--- src/rtl/seq_pkg.sv ---
// Shared definitions for the seq101 serial transmitter.
// Holds the transmitter FSM encoding, the "101" detector state encoding, and
// the default frame geometry used by seq101_tx.
package seq_pkg;

  localparam int WORD_W_DEF = 8;
  localparam int LEN_W_DEF  = 4;

  typedef enum logic [1:0] {
    ST_IDLE  = 2'd0,
    ST_SHIFT = 2'd1,
    ST_DONE  = 2'd2
  } tx_state_e;

  // S0: nothing useful seen, S1: "1", S2: "10", S3: "101" (match)
  typedef enum logic [1:0] {
    S0 = 2'd0,
    S1 = 2'd1,
    S2 = 2'd2,
    S3 = 2'd3
  } det_state_e;

endpackage

--- src/rtl/seq101_det.sv ---
// Overlapping "101" Moore detector.
// Ports:
//   clk    - rising-edge clock
//   rst    - synchronous active-high reset (returns to S0)
//   clr    - synchronous clear to S0, takes priority over en
//   en     - advance on bit_in this cycle
//   bit_in - serial bit under observation
//   hit    - high while in S3, i.e. the last three observed bits were "101"
module seq101_det
  import seq_pkg::*;
(
  input  logic clk,
  input  logic rst,
  input  logic clr,
  input  logic en,
  input  logic bit_in,
  output logic hit
);

  det_state_e state_q, state_d;

  always_comb begin
    state_d = state_q;
    if (clr) begin
      state_d = S0;
    end else if (en) begin
      case (state_q)
        S0:      state_d = bit_in ? S1 : S0;
        S1:      state_d = bit_in ? S1 : S2;
        S2:      state_d = bit_in ? S3 : S0;
        // After a match the trailing "1" is reused, giving overlap.
        S3:      state_d = bit_in ? S1 : S2;
        default: state_d = S0;
      endcase
    end
  end

  always_ff @(posedge clk) begin
    if (rst) begin
      state_q <= S0;
    end else begin
      state_q <= state_d;
    end
  end

  assign hit = (state_q == S3);

endmodule

--- src/rtl/seq101_tx.sv ---
// Serial frame transmitter with an overlapping "101" counter on the output.
// A frame of len bits (the low len bits of data, MSB first) is shifted out
// one bit per cycle, followed by a single-cycle done pulse.
// Ports:
//   clk, rst  - rising-edge clock, synchronous active-high reset
//   start     - frame request, only honoured in IDLE
//   data, len - payload and bit count, captured on the accepting edge
//   dout      - serial bit (0 when dvalid is low)
//   dvalid    - dout carries a frame bit
//   busy      - frame is being shifted
//   done      - one-cycle pulse after the last bit
//   match_cnt - "101" occurrences in the current/last frame
module seq101_tx
  import seq_pkg::*;
#(
  parameter int WORD_W = WORD_W_DEF,
  parameter int LEN_W  = LEN_W_DEF
) (
  input  logic              clk,
  input  logic              rst,
  input  logic              start,
  input  logic [WORD_W-1:0] data,
  input  logic [LEN_W-1:0]  len,
  output logic              dout,
  output logic              dvalid,
  output logic              busy,
  output logic              done,
  output logic [2:0]        match_cnt
);

  localparam logic [LEN_W-1:0] LEN_MAX = LEN_W'(WORD_W);

  tx_state_e         state_q, state_d;
  logic [WORD_W-1:0] sr_q, sr_d;
  logic [LEN_W-1:0]  cnt_q, cnt_d;
  logic [2:0]        mcnt_q, mcnt_d;
  logic [LEN_W-1:0]  len_c;
  logic              accept;
  logic              det_en;
  logic              det_hit;

  function automatic logic [LEN_W-1:0] clamp_len(input logic [LEN_W-1:0] l);
    return (l > LEN_MAX) ? LEN_MAX : l;
  endfunction

  function automatic logic [2:0] sat_inc(input logic [2:0] v, input logic inc);
    if (inc && (v != 3'd7)) return v + 3'd1;
    return v;
  endfunction

  assign len_c  = clamp_len(len);
  assign det_en = (state_q == ST_SHIFT);

  always_comb begin
    state_d = state_q;
    sr_d    = sr_q;
    cnt_d   = cnt_q;
    mcnt_d  = mcnt_q;
    accept  = 1'b0;
    case (state_q)
      ST_IDLE: begin
        if (start) begin
          accept = 1'b1;
          // Left-justify the selected field so the MSB of the frame is sr[MSB].
          sr_d    = data << (WORD_W - int'(len_c));
          cnt_d   = len_c;
          mcnt_d  = '0;
          state_d = (len_c == '0) ? ST_DONE : ST_SHIFT;
        end
      end
      ST_SHIFT: begin
        sr_d   = sr_q << 1;
        cnt_d  = cnt_q - LEN_W'(1);
        // The detector is Moore, so a match shows up one cycle after its
        // final bit; it is folded into the count on the following edge.
        mcnt_d = sat_inc(mcnt_q, det_hit);
        if (cnt_q == LEN_W'(1)) state_d = ST_DONE;
      end
      ST_DONE: begin
        mcnt_d  = sat_inc(mcnt_q, det_hit);
        state_d = ST_IDLE;
      end
      default: state_d = ST_IDLE;
    endcase
  end

  always_ff @(posedge clk) begin
    if (rst) begin
      state_q <= ST_IDLE;
      sr_q    <= '0;
      cnt_q   <= '0;
      mcnt_q  <= '0;
    end else begin
      state_q <= state_d;
      sr_q    <= sr_d;
      cnt_q   <= cnt_d;
      mcnt_q  <= mcnt_d;
    end
  end

  seq101_det u_det (
    .clk    (clk),
    .rst    (rst),
    .clr    (accept),
    .en     (det_en),
    .bit_in (sr_q[WORD_W-1]),
    .hit    (det_hit)
  );

  assign busy   = (state_q == ST_SHIFT);
  assign dvalid = busy;
  assign dout   = busy & sr_q[WORD_W-1];
  assign done   = (state_q == ST_DONE);
  // A pending detector hit (not yet folded into mcnt_q) is added here so a
  // match completed by the last bit is already visible in the DONE cycle.
  // In IDLE the detector may still sit in S3, but that hit is already counted.
  assign match_cnt = (state_q != ST_IDLE) ? sat_inc(mcnt_q, det_hit) : mcnt_q;

endmodule
--- config.mk ---
export PLATFORM = sky130hd
export DESIGN_NAME = seq101_tx
export DESIGN_NICKNAME = d
export VERILOG_FILES = /design/src/rtl/seq_pkg.sv /design/src/rtl/seq101_det.sv /design/src/rtl/seq101_tx.sv
export SDC_FILE = /design/constraint.sdc
export NUM_CORES = 1
export LEC_CHECK = 0
export ABC_AREA = 1
export BUFFER_PORTS_ARGS = -buffer_cell sky130_fd_sc_hd__buf_2
export CELL_PAD_IN_SITES_DETAIL_PLACEMENT = 1
export CELL_PAD_IN_SITES_GLOBAL_PLACEMENT = 2
export CORE_MARGIN = 4
export CORE_UTILIZATION = 33
export CTS_CLUSTER_DIAMETER = 150
export DETAILED_ROUTE_END_ITERATION = 8
export GPL_ROUTABILITY_DRIVEN = 1
export PLACE_DENSITY = 0.8
export SLEW_MARGIN = 5
export SYNTH_ARGS = -nofsm -noshare
export SYNTH_HDL_FRONTEND = slang
export SYNTH_SLANG_ARGS = --single-unit
--- constraint.sdc ---
create_clock -name clk -period 2.75 [get_ports clk]
set_input_delay 0.55 -clock clk [delete_from_list [all_inputs] [get_ports clk]]
set_output_delay 0.55 -clock clk [all_outputs]
set_load 0.02 [all_outputs]
Word-level counts from Yosys, hierarchy flattened
Index checks and enable logic that the tools add are counted.

operators by class
  muxes and demuxes = 25
  magnitude comparators = 1
  shift operators = 1
  $add $sub $neg = 3
  eq/ne operators = 11
  reduce and logical (&&, ||, !) cells = 12
  bitwise operators = 1

operators with widths
  kind                                                   count
  left shift 8 x 32 -> 8 bit                             1
  2-to-1 mux 3 bit                                       6
  one-hot mux 8 bit (2 select lines)                     1
  2-to-1 mux 2 bit                                       5
  one-hot mux 3 bit (3 select lines)                     1
  2-to-1 mux 4 bit                                       2
  2-to-1 mux 8 bit                                       1
  one-hot mux 4 bit (2 select lines)                     1
  == test 2 bit, second input constant                   3
  2-to-1 mux 1 bit                                       6
  inequality test 2 x 1 -> 1 bit, second input constant  3
  one-hot mux 2 bit (3 select lines)                     1
  subtractor 4 x 4 -> 5 bit, first input constant        1
  == test 2 x 1 -> 1 bit, second input constant          2
  == test 4 x 1 -> 1 bit, second input constant          1
  > comparator 4 bit, second input constant              1
  zero test 2 bit                                        2
  zero test 4 bit                                        1
  one-hot mux 2 bit (2 select lines)                     1
  AND reduction 2 bit                                    2
  AND reduction 4 bit                                    1
  nonzero test 2 bit                                     2
  OR reduction 2 bit                                     2
  subtractor 4 x 1 -> 4 bit, second input constant       1
  other kinds (6)                                        6

word-level totals
  bits of input ports = 15
  logic and storage cells = 59
  output and inout bits = 7
  register bits after elaboration = 19

Depth between registers and ports, before layout
  word-level depth = 6
  gate-level depth with buffers = 15
  gate-level depth less buffers = 13

Hierarchy
From an unflattened synthesis, not the netlist that was laid out.

unflattened totals
  cells, all modules = 230
  area, all modules = 1,431.4 um^2

by module, submodules not included
  module      times used  seq. area each (um^2)  area each (um^2)  cells each
  seq101_tx   1           340.3                  1,330.0           212
  seq101_det  1           40.0                   101.3             18

Least setup slack after synthesis
OpenSTA, ideal clock, no wires.

  kind = input-to-reg
  start point = in len[3]
  end point = reg sr_q[7]
  required time = 2,641 ps
  arrival time = 1,875 ps
  cell stages on the path = 15
  setup time = 109 ps
  setup slack = 766 ps
  buffers on the path = 2
  cells stage by stage = buf_6 > inv_4 > a21oi_1 > nor2_1 > inv_1 > ha_1 > inv_1 > nand2_4 > buf_6 > nand3_1 > nand3_1 > nand3_1 > nand3_1 > nand2_1 > inv_1

between the ends
  longest elaborated chain between the ends = 6

ends and longest elaborated chain
  what                                  line             text
  from (decl)                           seq101_tx.sv:23  input logic [LEN_W-1:0] len,
  > comparator 4 bit                    seq101_tx.sv:43  return (l > LEN_MAX) ? LEN_MAX : l;
  2-to-1 mux 4 bit *                    seq101_tx.sv:43
  subtractor 4 x 4 -> 5 bit *           seq101_tx.sv:65  sr_d = data << (WORD_W - int'(len_c));
  left shift 8 x 32 -> 8 bit *          seq101_tx.sv:65
  2-to-1 mux 8 bit *                    seq101_tx.sv:62  if (start) begin
  one-hot mux 8 bit (2 select lines) *  seq101_tx.sv:60  case (state_q)
  to (signal assigned)                  seq101_tx.sv:95  sr_q <= sr_d;
  to (decl)                             seq101_tx.sv:34  logic [WORD_W-1:0] sr_q, sr_d;

Every way passes the cells marked *; elsewhere a longest branch is shown, timed or not. The select of a mux whose other input is x is not followed.
A chain may end at the register's enable or synchronous reset.

Worst setup path in the final report
  start point = reg mcnt_q[0]
  end point = out match_cnt[1]

between the ends
  longest elaborated chain between the ends = 5
  elaborated cells on any way between the ends = 7
  classes of those cells = 1 x add/sub; 1 x eq/ne; 4 x mux; 1 x reduce/logical

ends and longest elaborated chain
  what                                                                          line              text
  from (decl)                                                                   seq101_tx.sv:36   logic [2:0] mcnt_q, mcnt_d;
  from (signal assigned)                                                        seq101_tx.sv:97   mcnt_q <= mcnt_d;
  parallel branches: the longest is 3 deep, another holds adder 3 x 1 -> 3 bit  -
  2-to-1 mux 3 bit *                                                            seq101_tx.sv:48   return v;
  2-to-1 mux 3 bit *                                                            seq101_tx.sv:117  assign match_cnt = (state_q != ST_IDLE) ? sat_inc(mcnt_q, det_hit) : mcnt_q;
  to (decl)                                                                     seq101_tx.sv:28   output logic [2:0] match_cnt

Every way passes the cells marked *. The select of a mux whose other input is x is not followed.

==> results.py <==
metrics = {
    "global_route": {
        "grt-ovfl-total": 0,
        "grt_usage_pct": 14.4,
        "grt_max_degree": 19,
        "grt_pass1_wl_mm": 6.46,
        "antenna_found_initial": 0,
        "first_global_vias": 1403,
    },
    "setup_path": {
        "cp_slowest_cell": "dfxtp_1",
        "crit-reg2reg-capture": "sr_q[7]$_SDFFE_PP0P_",
        "r2r_cells": 9,
        "path_delay_family": "adder cells",
        "worstPathMaxFanout": 3,
        "critPathLaunchType": "register",
        "cp_common_cell": "ha_1",
        "cp_cell_sequence": "ha_1 > ha_1 > nor2_1 > nand3_1 > mux2_2 > buf_2",
        "criticalPathCategory": "reg -> out",
        "rrSetupSlack_ns": 0.97,
        "worst_setup_path_end_kind": "primary output",
        "path_buf_inv": 1,
        "cp.required_ns": 2.20,
        "crit_arrival_ns": 1.75,
        "cpPeakStageDelay_ns": 0.33,
        "reg2reg_from": "state_q[1]$_SDFFE_PP0P_",
    },
    "timing": {
        "fin_ws_ns": 0.449,
        "clock.fmax_ghz": 0.435,
        "slew_headroom_pct": 71.2,
        "tns_ns": 0,
        "finClkSkew_ns": 0.00285,
        "finalCritPeriodShare_pct": 83.7,
        "min_period_ns": 2.30,
        "holdWs_ns": 0.460,
        "worst_pin_slew_ns": 0.430,
        "rsz0062_at_grt": "false",
        "setup_violations": 0,
        "hold_violations": 0,
        "drv_slew": 0,
    },
    "hold_path": {
        "worstHoldEndpoint": "cnt_q[2]$_SDFFE_PP0P_",
        "hold_depth": 2,
        "hold_class": "reg -> reg",
        "hp-start": "cnt_q[2]$_SDFFE_PP0P_",
    },
    "floorplanning": {
        "die_y_um": 74.9,
        "start_util_pct": 33.9,
        "die_area_mm2": 0.00560,
        "rows": 24,
        "io_pins": 22,
        "core_mm2": 0.00435,
        "dieWidth_um": 74.9,
    },
    "drt": {
        "drc": 0,
        "via_per_inst": 5.09,
        "routed_wl_mm": 3.80,
        "drtIter0Drc": 64,
        "ant_nets": 0,
        "dr_total_vias": 1491,
        "routedWlPerCell_um": 13.0,
        "first_pass_iters": 4,
    },
    "placement": {
        "hpwl_mm": 2.94,
        "routabilityCongestion": 0.830,
        "io_buffers": 21,
        "place_ws_ns": 0.420,
    },
    "logic_synthesis": {
        "synth_most_common_cell": "nand2_1",
        "syn_inst": 222,
        "yosys.area.top_type": "dfxtp_1",
        "synth_seq_cells": 19,
        "synth.distinct_cells": 29,
        "ys_async_sr_fraction_pct": 0,
        "ys_seq_area_share_pct": 25.8,
        "synthTopCellsByArea": "dfxtp_1 (26%), nand3_1 (14%), nand2_1 (12%), a21oi_1 (9.2%), ha_1 (6.8%)",
        "postSynthAreaPerCell_um2": 6.64,
        "synth.top_cells.by_count": "nand2_1 (46), nand3_1 (40), a21oi_1 (27)",
        "synth_top_cell_area_share_pct": 25.8,
        "ys_warn_count": 0,
        "ys.flop_type": "dfxtp_1",
        "netlist_area_mm2": 0.00148,
        "synth-edff-count": 0,
        "synthesis.nets": 245,
    },
    "power_and_ir_drop": {
        "powerDensity_mw_per_mm2": 547,
        "vdd_drop_max_mv": 0.256,
        "p_clk_share_pct": 22.2,
        "p_leak_nw": 0.811,
        "p_int_mw": 0.539,
        "seqPwrFrac_pct": 37.7,
        "p_sw_share_pct": 39.8,
        "p_comb_share_pct": 40.0,
        "p_sw_mw": 0.356,
    },
    "layout": {
        "num_antenna_cells": 0,
        "n_fill_cell": 581,
        "fin_nets": 265,
        "drive_gt1_share_pct": 19.5,
        "syn_to_final_growth_pct": 11.1,
    },
    "clock_network": {
        "postCtsHoldBufs": 0,
        "postCtsSetupBuffers": 0,
        "cts_tree": "built",
        "worstSkewPairLatency_ns": 0.26,
        "ctsResizeCount": 0,
        "clkTransAtPathRegs_ns": 0.07,
        "cts_htree_levels": 1,
        "numCtsBuffers": 3,
        "cts_root_buf": "clkbuf_8",
        "clockBufferDepth": 2,
        "cts_sinks": 19,
    },
    "run": {
        "drv_cap": 0,
    },
    "status": {
        "status": "completed",
    },
}
[cell usage in the layout (no fill, tap or decap), drive strengths merged]
| cell | n |
|---|---|
| nand2 | 50 |
| nand3 | 45 |
| a21oi | 28 |
| inv | 25 |
| buf | 23 |
| dfxtp | 19 |
| o21ai | 18 |
| nor2 | 14 |
| ha | 8 |
| clkbuf | 4 |
| mux2 | 2 |
| xor2 | 1 |
| clkinv | 1 |
| or2 | 1 |
| nor3 | 1 |
| a311oi | 1 |
[metal layers]
| layer | part of all wire [%] | GRT usage, % |
|---|---|---|
| met1 | 52 | 20.8 |
| met2 | 45 | 23.1 |
| met3 | 2.3 | 2.54 |
| met4 | 0.26 | 1.78 |
| met5 | 0 | 0 |
[tightest hold or removal path: stages, from the launching register on]
cell	delay (ns)
dfxtp_1	0.31
nand2_1	0.06
a21oi_1	0.05
[state kept, by name, summed over array words and instances (netlist names)]
signal         cells
mcnt_q             3
sr_q               8
u_det.state_q      2
cnt_q              4
state_q            2
[how the worst max path moves through the flow]
stage / slack, ns / depth (start not counted) / endpoint / from
2_1_floorplan: 0.77 / 15 / sr_q[7]$_SDFFE_PP0P_ / len[3]
3_3_place_gp: 0.48 / 14 / sr_q[7]$_SDFFE_PP0P_ / len[0]
3_5_place_dp: 0.42 / 14 / sr_q[7]$_SDFFE_PP0P_ / len[0]
4_1_cts: 0.44 / 6 / match_cnt[1] / state_q[1]$_SDFFE_PP0P_
5_1_grt: 0.35 / 6 / match_cnt[1] / mcnt_q[0]$_SDFFE_PP0P_
6_report: 0.45 / 6 / match_cnt[1] / mcnt_q[0]$_SDFFE_PP0P_
[power groups by stage]
stage	sequential, mW	combinational, mW	clock [mW]
4_1_cts	0.338	0.364	0.206
5_1_grt	0.342	0.413	0.215
3_5_place_dp	0.344	0.362	0
2_1_floorplan	0.337	0.283	0
6_report	0.338	0.359	0.199
3_3_place_gp	0.344	0.364	0
[cell families after synthesis]
group	synth area share [%]
flops	25.8
buf+inv	11.3
simple gates	36.8
compound gates	17.2
fa+ha+maj	6.79
xor+xnor	0.594
mux	1.53
[final cells by class]
cell class	instances	area, um2	area share (%)
repair buffers	23	120	7.33
clock buffers	4	45.0	2.75
inverters	26	100	6.11
multi-input cells	169	928	56.6
well taps	52	65.1	3.97
flip-flops and latches	19	380	23.2
[through the flow]
step                      area, um2  power [mW]  utilization [%]  std cells
after floorplan                1480       0.621                -        222
after global placement         1590       0.708             36.6        289
after detailed placement       1590       0.706             36.6        289
after CTS                      1640       0.908             37.6        293
after global routing           1640       0.971             37.6        293
final                          1640       0.896             37.6        293
No activity file was read; power rests on OpenSTA's default activity.
